--- config.mk ---
export PLATFORM = sky130hd
export DESIGN_NAME = riscv_test_monitor
export DESIGN_NICKNAME = d
export VERILOG_FILES = /design/src/rtl/riscv_test_monitor.sv
export SDC_FILE = /design/constraint.sdc
export NUM_CORES = 1
export LEC_CHECK = 0
export ABC_AREA = 1
export BUFFER_PORTS_ARGS = -buffer_cell sky130_fd_sc_hd__clkbuf_2
export CAP_MARGIN = 10
export CELL_PAD_IN_SITES_DETAIL_PLACEMENT = 1
export CELL_PAD_IN_SITES_GLOBAL_PLACEMENT = 2
export CORE_MARGIN = 2
export CORE_UTILIZATION = 29
export CTS_CLUSTER_DIAMETER = 50
export DETAILED_ROUTE_END_ITERATION = 8
export PLACE_DENSITY = 0.9
export SYNTH_ARGS = -nofsm -noshare
export SYNTH_HDL_FRONTEND = slang
export SYNTH_SLANG_ARGS = --single-unit
--- constraint.sdc ---
create_clock -name clk -period 2.15 [get_ports clk]
set_clock_uncertainty 0.05 [all_clocks]
set_input_delay 0.215 -clock clk [delete_from_list [all_inputs] [get_ports clk]]
set_output_delay 0.215 -clock clk [all_outputs]
set_load 0.02 [all_outputs]
--- src/rtl/riscv_test_monitor.sv ---
// riscv_test_monitor: snoops register-file write ports, shadows the riscv-tests
// test-number and pass registers, and reports pass/fail/timeout once with sticky status.
module riscv_test_monitor #(
    parameter int unsigned XLEN           = 64,
    parameter int unsigned NPORTS         = 1,
    parameter int unsigned NUM_REG        = 3,
    parameter int unsigned DONE_REG       = 26,
    parameter int unsigned PASS_REG       = 27,
    parameter int unsigned TIMEOUT_CYCLES = 100000,
    parameter int unsigned CNT_W          = 32
) (
    input  logic                   clk,
    input  logic                   rst,
    input  logic                   start_i,
    input  logic                   clear_i,
    input  logic [NPORTS-1:0]      rf_we_i,
    input  logic [5*NPORTS-1:0]    rf_waddr_i,
    input  logic [XLEN*NPORTS-1:0] rf_wdata_i,
    input  logic [NPORTS-1:0]      retire_i,
    output logic                   done_o,
    output logic                   pass_o,
    output logic                   fail_o,
    output logic                   timeout_o,
    output logic [XLEN-1:0]        testnum_o,
    output logic [CNT_W-1:0]       cycle_cnt_o,
    output logic [CNT_W-1:0]       instret_o,
    output logic [2:0]             state_o
);

    if (NPORTS < 1 || NPORTS > 4) begin : g_err_nports
        $error("riscv_test_monitor: NPORTS must be in 1..4");
    end
    if (NUM_REG == 0 || DONE_REG == 0 || PASS_REG == 0 ||
        NUM_REG == DONE_REG || NUM_REG == PASS_REG || DONE_REG == PASS_REG ||
        NUM_REG > 31 || DONE_REG > 31 || PASS_REG > 31) begin : g_err_regs
        $error("riscv_test_monitor: NUM_REG/DONE_REG/PASS_REG must be distinct, nonzero, < 32");
    end

    localparam logic [4:0]       NumIdx      = 5'(NUM_REG);
    localparam logic [4:0]       DoneIdx     = 5'(DONE_REG);
    localparam logic [4:0]       PassIdx     = 5'(PASS_REG);
    localparam bit               TimeoutEn   = (TIMEOUT_CYCLES != 0);
    localparam logic [CNT_W-1:0] TimeoutLast = TimeoutEn ? CNT_W'(TIMEOUT_CYCLES - 1) : '0;

    typedef enum logic [2:0] {
        StIdle    = 3'd0,
        StRun     = 3'd1,
        StPass    = 3'd2,
        StFail    = 3'd3,
        StTimeout = 3'd4
    } state_e;

    state_e           state_q, state_d;
    logic [XLEN-1:0]  num_q, num_d, pass_q, pass_d;
    logic [CNT_W-1:0] cyc_q, cyc_d, ins_q, ins_d;
    logic             done_q, pass_st_q, fail_q, timeout_q;

    logic [XLEN-1:0]  num_snoop, pass_snoop;
    logic             done_wr;
    logic [CNT_W:0]   ret_sum, ins_sum;

    // Snoop all ports; iterating upward lets the highest port index win on collisions
    always_comb begin
        num_snoop  = num_q;
        pass_snoop = pass_q;
        done_wr    = 1'b0;
        ret_sum    = '0;
        for (int p = 0; p < int'(NPORTS); p++) begin
            if (rf_we_i[p] && rf_waddr_i[5*p +: 5] != 5'd0) begin
                if (rf_waddr_i[5*p +: 5] == NumIdx)  num_snoop  = rf_wdata_i[XLEN*p +: XLEN];
                if (rf_waddr_i[5*p +: 5] == PassIdx) pass_snoop = rf_wdata_i[XLEN*p +: XLEN];
                if (rf_waddr_i[5*p +: 5] == DoneIdx &&
                    rf_wdata_i[XLEN*p +: XLEN] == XLEN'(1)) begin
                    done_wr = 1'b1;
                end
            end
            ret_sum = ret_sum + {{CNT_W{1'b0}}, retire_i[p]};
        end
        ins_sum = {1'b0, ins_q} + ret_sum;
    end

    // Next-state, shadow and counter update; clear overrides everything
    always_comb begin
        state_d = state_q;
        num_d   = num_q;
        pass_d  = pass_q;
        cyc_d   = cyc_q;
        ins_d   = ins_q;
        case (state_q)
            StIdle: begin
                if (start_i) begin
                    state_d = StRun;
                    num_d   = '0;
                    pass_d  = '0;
                    cyc_d   = '0;
                    ins_d   = '0;
                end
            end
            StRun: begin
                num_d  = num_snoop;
                pass_d = pass_snoop;
                cyc_d  = (&cyc_q) ? cyc_q : cyc_q + CNT_W'(1);
                ins_d  = ins_sum[CNT_W] ? '1 : ins_sum[CNT_W-1:0];
                // A done write beats a timeout landing on the same cycle
                if (done_wr) begin
                    state_d = (pass_snoop == XLEN'(1)) ? StPass : StFail;
                end else if (TimeoutEn && cyc_q == TimeoutLast) begin
                    state_d = StTimeout;
                end
            end
            StPass, StFail, StTimeout: ;
            default: state_d = StIdle;
        endcase
        if (clear_i) begin
            state_d = StIdle;
            num_d   = '0;
            pass_d  = '0;
            cyc_d   = '0;
            ins_d   = '0;
        end
    end

    // State, shadow, counter and registered status flops
    always_ff @(posedge clk) begin
        if (rst) begin
            state_q   <= StIdle;
            num_q     <= '0;
            pass_q    <= '0;
            cyc_q     <= '0;
            ins_q     <= '0;
            done_q    <= 1'b0;
            pass_st_q <= 1'b0;
            fail_q    <= 1'b0;
            timeout_q <= 1'b0;
        end else begin
            state_q   <= state_d;
            num_q     <= num_d;
            pass_q    <= pass_d;
            cyc_q     <= cyc_d;
            ins_q     <= ins_d;
            done_q    <= state_d inside {StPass, StFail, StTimeout};
            pass_st_q <= (state_d == StPass);
            fail_q    <= state_d inside {StFail, StTimeout};
            timeout_q <= (state_d == StTimeout);
        end
    end

    assign done_o      = done_q;
    assign pass_o      = pass_st_q;
    assign fail_o      = fail_q;
    assign timeout_o   = timeout_q;
    assign testnum_o   = num_q;
    assign cycle_cnt_o = cyc_q;
    assign instret_o   = ins_q;
    assign state_o     = state_q;

endmodule

==> metrics, run 1 <==
final count of pins violating max slew=0; number of DRC violations after detailed routing=0; cell with the most instances after synthesis=sky130_fd_sc_hd__nand2_1; maximum root-to-sink buffer count=2; asr flop ratio synth=0; number of sinks on the clock net=199; number of warnings issued by yosys=0; chip height=189.2 um; clock-pin slew reported for the worst setup and hold paths after clock tree synthesis=0.08 ns; VDD IR max=0.6599 mV; Main synth FF type=sky130_fd_sc_hd__dfxtp_1; launching element type of the critical path=flop; GR Util met3=0.02892; number of distinct library cells after synthesis=48; logic depth of the worst register-to-register path=15; Cell Pwr Density=564.5 nW/um^2; met2 layer usage reported by global route=0.3670; post-synth net total=1584; maximum clock frequency=473.6 MHz; critical path capture point type=flop; required time worst endpoint=2.48 ns; aggregate routed wire length=37240 um; Final #Nets=1908; Yosys top cell area share=0.4006; worst hold-check path type=in -> reg; pin slew with the least headroom to its limit=0.6067 ns; Hold Fails Final Rpt=0; Netlist Area Pre-Place=9945 sq um; kind of critical path=reg -> reg; routed vias/inst=4.885; number of register bits inferred by synthesis=199; number of enable flip-flop cells after synthesis=0; accumulated negative setup slack=0 ns; effective utilization at floorplan=0.2958; RR Startpoint=instret_o[0]; number of antenna-violating nets in the routed design=0; total global routing overflow=0; per-instance average area after synthesis=6.603 sq um; number of buffers inserted during clock tree synthesis=17; Worst Path Arrival=2.44 ns; Std-Cell Core Area=33620 sq um; first-pass GRT wire length=58550 um; final worst path period need=2.112 ns; part of the Yosys area used for sequential elements=0.4006; Crit Path Max Fanout=6; Static Leakage=5.459 nW; Pint=0.005648 W; post-detail-place hpwl=26070 um; htree depth=4; number of violations of the max-capacitance limit=0; drt pass-1 iters=5; detailed-route via count=11200; Worst setup startpoint=instret_o[0]; unrepaired setup endpoints after global routing=true; signed area change from the synthesized netlist to the final layout=36.65%; clock group share of total power=0.440; proportion of power drawn by flip-flops and latches=0.480; WL/cell=16.25 um; biggest area contributors in the synthesized netlist=sky130_fd_sc_hd__dfxtp_1, sky130_fd_sc_hd__nand2_1, sky130_fd_sc_hd__a21oi_1; placer's final routability congestion estimate=0.8389; standard-cell row count=67; Worst slew margin=0.5955; RR Endpoint=instret_o[25]; vias in the first global route=11340; pin count of the biggest net entering global routing=91; Overall Power=0.007671 W; highest-utilization routing layer at the global route stage=met2; width of the chip=189.2 um; IO Port Bufs=209; initial antenna violation count=1; relative contribution of combinational cells to total power=0.080; later-pin clock latency in the skew report=0.46 ns; final period utilization=0.9822; CTS tree=yes; DRC marker count from the first detailed-route iteration=444; num ports=210; fraction of layout cells with a size suffix above 1=0.2404; M1 GR Usage=0.2481; Post-Syn Instances=1506; CP Capture Point=instret_o[25]; most common library cells after synthesis=sky130_fd_sc_hd__nand2_1, sky130_fd_sc_hd__dfxtp_1, sky130_fd_sc_hd__a21oi_1; overall routing resource usage=0.2029; Net Switching=0.002023 W; Die ar.=35790 sq um; number of endpoints failing setup at the final stage=0; worst reg2reg setup slack=0.04 ns; run status=finished, final reports clean; dpl cell area=12130 sq um; fraction of power spent switching nets=0.2637; dominant cell type by area after synthesis=sky130_fd_sc_hd__dfxtp_1; post-route cell area=13590 sq um; cell chosen for the clock root=sky130_fd_sc_hd__clkbuf_16
==> area by class of cell <==
class,instances,area (sq um)
Sequential cell,199,3994
Tap cell,448,560.5
Clock buffer,17,425.4
Inverter,96,365.4
Antenna cell,1,2.502
Fill cell,4337,20030
Clock inverter,15,163.9
Multi-Input combinational cell,1136,5421
Timing Repair Buffer,380,2656
==> per-layer routing <==
layer,wire length [um],share of wire
met1,16390,0.44
met2,18940,0.51
met3,1106,0.030
met4,811,0.022
met5,0,0
==> cell usage in the layout, fill, tap and decap left out, drive strengths merged, types with 2 or more instances in the layout <==
cell type    synthesis  layout
xnor2               11      11
nor2               146     146
a31oi                3       3
buf                 26     115
or2                 12      12
nand4               20      20
o21a                 2       2
clkbuf              49     228
a211oi               2       2
clkinvlp             0       2
o22ai                7       7
and2                 2       2
a21oi              194     194
o21ai               98      98
nor3                40      40
clkinv               0       3
ha                   3       3
dfxtp              199     199
nand2              523     523
o31ai                3       3
xor2                16      16
nand3               32      32
a2bb2oi              2       2
bufinv               0       2
inv                 96     104
dlygate4sd3          0      54
nor4                15      15
==> metrics by stage <==
step / hold WS, ns / utilization / cells / setup slack [ns]
after floorplan: 0.2341 / - / 1506 / 0.04707
after global placement: 0.3977 / 0.3609 / 2193 / -0.08053
after detailed placement: 0.4049 / 0.3609 / 2193 / -0.1558
after CTS: 0.0007351 / 0.3973 / 2283 / 0.01098
after global routing: 0.01632 / 0.4042 / 2291 / -0.08198
final: 0.01482 / 0.4043 / 2292 / 0.03833
==> kinds of logic (layout without fill, tap and decap cells) <==
| group | count (synthesis) | count (layout) | share of synthesized area |
|---|---|---|---|
| AOI/OAI and AO/OA | 313 | 313 | 0.1636 |
| other | 0 | 1 | 0 |
| xor gates and xnor gates | 27 | 27 | 0.02378 |
| adders and majority gates | 3 | 3 | 0.003775 |
| and+or+nand+nor | 793 | 793 | 0.3356 |
| buffers and inverters | 171 | 508 | 0.07272 |
| DFF | 199 | 199 | 0.4006 |
==> sequential cells by signal (all words and copies together), names as in the netlist <==
| signal | count |
|---|---|
| instret_o | 32 |
| testnum_o | 64 |
| fail_o | 1 |
| cycle_cnt_o | 32 |
| pass_o | 1 |
| pass_q | 64 |
| done_o | 1 |
| state_o | 3 |
| timeout_o | 1 |
==> worst min path at each step <==
stage | depth (start not counted) | start | end
after floorplan | 1 | rst | done_o
after global placement | 2 | pass_q[41] | pass_q[41]
after detailed placement | 2 | testnum_o[61] | testnum_o[61]
after CTS | 3 | rf_wdata_i[9] | testnum_o[9]
after global routing | 3 | rf_wdata_i[33] | testnum_o[33]
final | 3 | rf_wdata_i[9] | testnum_o[9]
==> critical path: stages, from the launching register on <==
cell and delay, ns:
sky130_fd_sc_hd__dfxtp_2 0.35, sky130_fd_sc_hd__ha_4 0.14, sky130_fd_sc_hd__ha_4 0.13, sky130_fd_sc_hd__nand2_2 0.06, sky130_fd_sc_hd__inv_2 0.08, sky130_fd_sc_hd__nand3_4 0.08, sky130_fd_sc_hd__nor2_4 0.13, sky130_fd_sc_hd__nand2_2 0.11
sky130_fd_sc_hd__nor2_4 0.12, sky130_fd_sc_hd__nand2_4 0.07, sky130_fd_sc_hd__nor2_4 0.12, sky130_fd_sc_hd__nand3_2 0.11, sky130_fd_sc_hd__buf_6 0.18, sky130_fd_sc_hd__o31ai_4 0.05, sky130_fd_sc_hd__o21ai_1 0.09, sky130_fd_sc_hd__a21oi_1 0.16
==> power groups by stage <==
stage | Combinational (W) | Clock, W | Sequential [W]
after detailed placement | 0.000530 | 0 | 0.00377
after floorplan | 0.000246 | 0 | 0.00378
after global placement | 0.000529 | 0 | 0.00377
after global routing | 0.000663 | 0.00361 | 0.00369
after CTS | 0.000612 | 0.00348 | 0.00369
final | 0.000612 | 0.00337 | 0.00369
==> what timing repair did <==
item,4_1_cts,5_1_grt
gates cloned,0,3
setup endpoints to repair,24,63
buffers inserted,4,5
hold buffers,54,0
gates resized for setup,18,43
pin swaps,7,11
hold endpoints to repair,56,0
Note: power is estimated with default switching activity, not from simulation.
==> run 2, diff against run 1 <==
--- a/config.mk
+++ b/config.mk
@@ -10,7 +10,6 @@
 export CAP_MARGIN = 10
 export CELL_PAD_IN_SITES_DETAIL_PLACEMENT = 1
 export CELL_PAD_IN_SITES_GLOBAL_PLACEMENT = 2
-export CORE_MARGIN = 2
 export CORE_UTILIZATION = 29
 export CTS_CLUSTER_DIAMETER = 50
 export DETAILED_ROUTE_END_ITERATION = 8
==> run 2 against run 1 <==
The run now ends with setup timing left. Design area grew 0.43%. Sequential share of layout area shrank 0.17 points. Utilization grew 0.17 points. Clock power shrank 1%. Combinational power shrank 2%. Register-to-register slack lost 0.04 ns. Cell count grew 0.13%. First-iteration DRC count shrank 8.1%.
==> metrics, run 2 (synthesis gave the netlist of run 1 again) <==
run status=complete, but fails checks; violated checks=setup timing; chip height=187.2 um (-1.1%); Worst slew margin=0.5258 (-0.06976); number of endpoints failing setup at the final stage=1 (+1); most frequent cells in the layout=sky130_fd_sc_hd__nand2_1, sky130_fd_sc_hd__clkbuf_2, sky130_fd_sc_hd__dfxtp_1; wire length on met1=15960 um (-2.6%); delay of the slowest cell on the worst path=0.35 ns (about the same); Overall Power=0.007624 W (-0.62%); detailed-route via count=11150 (-0.39%); DRC marker count from the first detailed-route iteration=408 (-8.1%); VDD IR max=0.5612 mV (-15%); overall routing resource usage=0.2043 (+0.001389); num ports=210 (unchanged); gate family responsible for the most delay along the worst path=buffers and inverters; Bufs and invs on worst path=7 (+5); clock-pin slew reported for the worst setup and hold paths after clock tree synthesis=0.08 ns (about the same); signed area change from the synthesized netlist to the final layout=37.24%; launching element type of the critical path=flop; critical path cell sequence=ha_4 > ha_4 > nand2_2 > inv_2 > nand3_4 > nor2_4 > buf_4 > buf_6 > inv_2 > nor2_4 > inv_2 > nor4_4 > buf_4 > buf_8 > o21ai_1 > a21oi_1; critical path's slowest cell=sky130_fd_sc_hd__dfxtp_2; number of DRC violations after detailed routing=0 (unchanged); vias in the first global route=11500 (+1.3%); worst hold slack=0.01724 ns (+0.002427 ns); Final #Nets=1913 (+0.26%); Std-Cell Core Area=33620 sq um (unchanged); worst setup slack after layout=-0.003194 ns (-0.04152 ns); initial antenna violation count=1 (unchanged); drt pass-1 iters=4 (-1); critical path capture point type=flop; maximum clock frequency=464.4 MHz (-1.9%); total global routing overflow=0 (unchanged); Die ar.=35040 sq um (-2.1%); kind of critical path=reg -> reg; aggregate routed wire length=36240 um (-2.7%); Crit Path Max Fanout=5 (-1); accumulated negative setup slack=-0.003194 ns (-0.003194 ns); Hold Fails Final Rpt=0 (unchanged); fraction of layout cells with a size suffix above 1=0.2409 (+0.0005623); number of violations of the max-capacitance limit=0 (unchanged); post-detail-place hpwl=25420 um (-2.5%); cell chosen for the clock root=sky130_fd_sc_hd__clkbuf_16; worst hold-check path type=in -> reg; most common library cell in the layout ignoring fill and taps=sky130_fd_sc_hd__nand2_1; CTS tree=yes; required time worst endpoint=2.46 ns (-0.02 ns); effective utilization at floorplan=0.2958 (unchanged); placer's final routability congestion estimate=0.8384 (about the same); WL/cell=15.79 um (-2.8%); final period utilization=1.001 (+0.01931); multi-input combinational cell area=5445 sq um (+0.44%); final worst path period need=2.153 ns (+0.04152 ns); first-pass GRT wire length=58530 um (about the same); pin count of the biggest net entering global routing=141 (+55%); most used cell along the critical path=sky130_fd_sc_hd__inv_2; wire length on met3=1170 um (+5.8%); fill cell total of the finished layout=4333 (-0.092%); final count of pins violating max slew=0 (unchanged); number of buffers inserted during clock tree synthesis=17 (unchanged); unrepaired setup endpoints after global routing=true; number of sinks on the clock net=199 (unchanged); htree depth=4 (unchanged); area of all sequential standard cells=3988 sq um (-0.16%); metal2 WL=18180 um (-4.0%); later-pin clock latency in the skew report=0.45 ns (about the same); routed vias/inst=4.860 (-0.52%); number of antenna-violating nets in the routed design=0 (unchanged); Cell Pwr Density=558.6 nW/um^2 (-1.0%); IO Port Bufs=209 (unchanged); Static Leakage=5.529 nW (+1.3%); pin slew with the least headroom to its limit=0.7114 ns (+0.1046 ns); number of antenna repair diodes=0 (-1); width of the chip=187.2 um (-1.1%); maximum root-to-sink buffer count=2 (unchanged); standard-cell row count=67 (unchanged); Worst Path Arrival=2.47 ns (+0.03 ns); highest metal layer with signal wires=met5
-- run 2: final cells by class --
cell class,count,area share
Sequential cell,199,0.2922
Multi-Input combinational cell,1136,0.3990
Clock inverter,11,0.01100
Timing Repair Buffer,385,0.1980
Clock buffer,20,0.03199
Tap cell,448,0.04107
Inverter,96,0.02677
-- run 2: layer usage --
layer	up-vias	track usage
met5	-	0
met4	2	0.06810
met3	54	0.03039
met2	195	0.3726
met1	5354	0.2427
li1	5548	-
-- run 2: path summary, 6_finish.rpt --
path | cells past startpoint | slack (ns) | end | start
setup reg to reg | 16 | -0.003 | instret_o[11] | instret_o[0]
setup / recovery | 16 | -0.003 | instret_o[11] | instret_o[0]
hold reg to reg | 2 | 0.41 | testnum_o[16] | testnum_o[16]
hold / removal | 3 | 0.02 | testnum_o[55] | rf_wdata_i[55]
-- run 2: through the flow --
step | utilization | instance area [sq um] | cells | setup WS, ns
CTS | 0.4000 | 13450 | 2286 | -0.02750
global placement | 0.3626 | 12190 | 2199 | -0.09467
global route | 0.4060 | 13650 | 2295 | -0.1193
detailed placement | 0.3626 | 12190 | 2199 | -0.1278
finish | 0.4060 | 13650 | 2295 | -0.003194
floorplan | - | 9946 | 1506 | 0.04707
-- run 2: repair_timing --
item / in CTS / in global routing
setup endpoints to repair: 25 / 61
setup buffers: 7 / 9
hold buffers: 47 / 0
resized for setup: 26 / 47
pin swaps: 10 / 29
endpoints found under the hold margin: 49 / 0
gates cloned: 2 / 1
-- run 2: power by group --
part	internal (W)	switching (W)
logic	0.000213	0.000389
clock network	0.00183	0.00151
registers	0.00368	0.00000226
total	0.00573	0.00190
-- run 2: worst register-to-register path, cell delays in order (launching register included) --
cell and delay, ns:
sky130_fd_sc_hd__dfxtp_2 0.35, sky130_fd_sc_hd__ha_4 0.14, sky130_fd_sc_hd__ha_4 0.13, sky130_fd_sc_hd__nand2_2 0.05
sky130_fd_sc_hd__inv_2 0.08, sky130_fd_sc_hd__nand3_4 0.07, sky130_fd_sc_hd__nor2_4 0.10, sky130_fd_sc_hd__buf_4 0.12
sky130_fd_sc_hd__buf_6 0.08, sky130_fd_sc_hd__inv_2 0.03, sky130_fd_sc_hd__nor2_4 0.10, sky130_fd_sc_hd__inv_2 0.05
sky130_fd_sc_hd__nor4_4 0.15, sky130_fd_sc_hd__buf_4 0.19, sky130_fd_sc_hd__buf_8 0.13, sky130_fd_sc_hd__o21ai_1 0.06
sky130_fd_sc_hd__a21oi_1 0.19
==> run 3, diff against run 2 <==
--- a/config.mk
+++ b/config.mk
@@ -10,10 +10,13 @@
 export CAP_MARGIN = 10
 export CELL_PAD_IN_SITES_DETAIL_PLACEMENT = 1
 export CELL_PAD_IN_SITES_GLOBAL_PLACEMENT = 2
+export CORE_MARGIN = 1
 export CORE_UTILIZATION = 29
 export CTS_CLUSTER_DIAMETER = 50
 export DETAILED_ROUTE_END_ITERATION = 8
 export PLACE_DENSITY = 0.9
+export RECOVER_POWER = 100
 export SYNTH_ARGS = -nofsm -noshare
 export SYNTH_HDL_FRONTEND = slang
 export SYNTH_SLANG_ARGS = --single-unit
+export TNS_END_PERCENT = 30
==> run 3 against run 2 <==
The run now ends clean. Cell count about the same. Critical path depth did not move. Sequential power about the same. Power is essentially flat. Clock-buffer cell count did not move. Design area fell by 2.0%. Largest cell class unchanged. Critical path type unchanged. Via count unchanged. First-iteration DRC count up 12%. Sequential share of layout area increased by 0.59 points. Hold slack worse by 0.0037 ns. Largest power group unchanged. Highest routed layer unchanged. Critical endpoint is now instret_o[25].
==> metrics, run 3 (synthesis gave the netlist of run 1 again) <==
run status=finished, final reports clean; RR Endpoint=instret_o[25]; worst hold slack=0.01354 ns (-0.003699 ns); delay of the slowest cell on the worst path=0.35 ns (about the same); width of the chip=187.2 um (unchanged); vias in the first global route=11500 (unchanged); accumulated negative setup slack=0 ns (+0.003194 ns); Worst Path Arrival=2.46 ns (about the same); clock group share of total power=0.439 (+0.002); num ports=210 (unchanged); Final #Nets=1911 (-0.10%); routed vias/inst=4.864 (about the same); final count of pins violating max slew=0 (unchanged); later-pin clock latency in the skew report=0.45 ns (about the same); Cell Pwr Density=570.4 nW/um^2 (+2.1%); critical path's slowest cell=sky130_fd_sc_hd__dfxtp_2; overall routing resource usage=0.2043 (unchanged); cell chosen for the clock root=sky130_fd_sc_hd__clkbuf_16; drt pass-1 iters=4 (unchanged); Crit Path Max Fanout=4 (-1); DRC marker count from the first detailed-route iteration=455 (+12%); critical path capture point type=flop; effective utilization at floorplan=0.2958 (unchanged); placer's final routability congestion estimate=0.8384 (unchanged); total stage count of the critical path=16 (unchanged); maximum clock frequency=466.0 MHz (+0.35%); launching element type of the critical path=flop; CTS tree=yes; proportion of power drawn by flip-flops and latches=0.483 (about the same); Static Leakage=5.031 nW (-9.0%); critical hold path startpoint=rf_wdata_i[6]; Pint=0.005719 W (-0.14%); number of DRC violations after detailed routing=0 (unchanged); critical path cell sequence=ha_4 > ha_4 > nand2_2 > inv_2 > nand3_4 > nor2_4 > buf_6 > nand2_4 > nor2_4 > nand2_4 > nor2_4 > nand3_4 > buf_6 > o31ai_2 > o21ai_1 > a21oi_1; number of antenna-violating nets in the routed design=0 (unchanged); standard-cell row count=67 (unchanged); pin slew with the least headroom to its limit=0.7752 ns (+0.06382 ns); number of violations of the max-capacitance limit=0 (unchanged); filler-free cell count of the finished design=2293 (-0.087%); initial antenna violation count=1 (unchanged); fraction of power spent switching nets=0.2503 (+0.001595); pin count of the biggest net entering global routing=141 (unchanged); chip height=187.2 um (unchanged); most frequent cells in the layout=sky130_fd_sc_hd__nand2_1, sky130_fd_sc_hd__dfxtp_1, sky130_fd_sc_hd__a21oi_1; RR Startpoint=instret_o[0]; clock-pin slew reported for the worst setup and hold paths after clock tree synthesis=0.08 ns (about the same); Worst setup startpoint=instret_o[0]; required time worst endpoint=2.47 ns (about the same); IO Port Bufs=209 (unchanged); detailed-route via count=11150 (unchanged); kind of critical path=reg -> reg; Die ar.=35040 sq um (unchanged); first-pass GRT wire length=58530 um (unchanged); number of buffers inserted during clock tree synthesis=17 (unchanged); gate family responsible for the most delay along the worst path=simple AND/OR/NAND/NOR gates; htree depth=4 (unchanged); most common library cell in the layout ignoring fill and taps=sky130_fd_sc_hd__nand2_1; Std-Cell Core Area=33620 sq um (unchanged); number of sinks on the clock net=199 (unchanged); WL/cell=15.79 um (about the same); Net Switching=0.001910 W (+0.71%); relative contribution of combinational cells to total power=0.078 (about the same); maximum root-to-sink buffer count=2 (unchanged); final period utilization=0.9980 (-0.003469); unrepaired setup endpoints after global routing=true; signed area change from the synthesized netlist to the final layout=34.50%; number of antenna repair diodes=0 (unchanged); Hold Fails Final Rpt=0 (unchanged); final worst path period need=2.146 ns (-0.007458 ns); aggregate routed wire length=36210 um (about the same); most used cell along the critical path=sky130_fd_sc_hd__nor2_4; number of endpoints failing setup at the final stage=0 (-1); worst reg2reg setup slack=0.004 ns (about the same); post-detail-place hpwl=25420 um (unchanged); CP Capture Point=instret_o[25]; total global routing overflow=0 (unchanged); fraction of layout cells with a size suffix above 1=0.1631 (-0.07779); logic depth of the worst register-to-register path=16 (unchanged); worst hold-check path type=in -> reg; VDD IR max=0.5630 mV (+0.33%); cell count after placement=2199 (unchanged); Worst slew margin=0.4832 (-0.04254); Bufs and invs on worst path=3 (-4)
run 3: layout make-up:
class	count	area, sq um
Fill cell	4387	20240
Multi-Input combinational cell	1136	5395
Sequential cell	199	3986
Timing Repair Buffer	383	2481
Tap cell	448	560.5
Clock buffer	20	436.7
Inverter	96	365.4
Clock inverter	11	150.1
run 3: worst min path at each step:
stage | end | slack, ns | cells after the start
after global placement | testnum_o[28] | 0.40 | 2
after CTS | testnum_o[24] | 0.0001 | 3
after floorplan | done_o | 0.23 | 1
final | testnum_o[6] | 0.01 | 3
after global routing | testnum_o[5] | 0.004 | 3
after detailed placement | state_o[0] | 0.40 | 2
run 3: routing by layer:
layer	up-vias	global-route usage	share of wire
met5	-	0	0.00050
met2	203	0.3726	0.50
met4	2	0.06810	0.024
li1	5541	-	-
met1	5353	0.2427	0.44
met3	54	0.03039	0.030
run 3: power groups by stage:
stage               Clock (W)  Combinational, W  Sequential, W
global placement            0          0.000525        0.00377
finish                0.00335          0.000592        0.00369
CTS                   0.00344          0.000601        0.00369
global route          0.00358          0.000644        0.00369
detailed placement          0          0.000530        0.00377
floorplan                   0          0.000246        0.00378
run 3: worst reg2reg max path, stage by stage, from the launching register on:
cell	delay [ns]
sky130_fd_sc_hd__dfxtp_2	0.35
sky130_fd_sc_hd__ha_4	0.14
sky130_fd_sc_hd__ha_4	0.13
sky130_fd_sc_hd__nand2_2	0.05
sky130_fd_sc_hd__inv_2	0.08
sky130_fd_sc_hd__nand3_4	0.07
sky130_fd_sc_hd__nor2_4	0.12
sky130_fd_sc_hd__buf_6	0.12
sky130_fd_sc_hd__nand2_4	0.06
sky130_fd_sc_hd__nor2_4	0.13
sky130_fd_sc_hd__nand2_4	0.07
sky130_fd_sc_hd__nor2_4	0.15
sky130_fd_sc_hd__nand3_4	0.10
sky130_fd_sc_hd__buf_6	0.15
sky130_fd_sc_hd__o31ai_2	0.05
sky130_fd_sc_hd__o21ai_1	0.08
sky130_fd_sc_hd__a21oi_1	0.15
run 3: metrics by stage:
stage	worst slack (ns)	instance area [sq um]	total power (W)	util
global placement	-0.09467	12190	0.004298	0.3626
floorplan	0.04707	9946	0.004021	-
global route	-0.1500	13380	0.007914	0.3979
finish	0.004265	13380	0.007629	0.3979
CTS	-0.02750	13450	0.007733	0.4000
detailed placement	-0.1278	12190	0.004303	0.3626
run 3: repair_timing:
item | CTS | global route
endpoints found under the hold margin | 49 | 0
setup endpoints to repair | 25 | 61
buffers inserted | 7 | 8
pin swaps | 10 | 24
gates cloned | 2 | 0
gates resized for setup | 26 | 37
hold buffers | 47 | 0
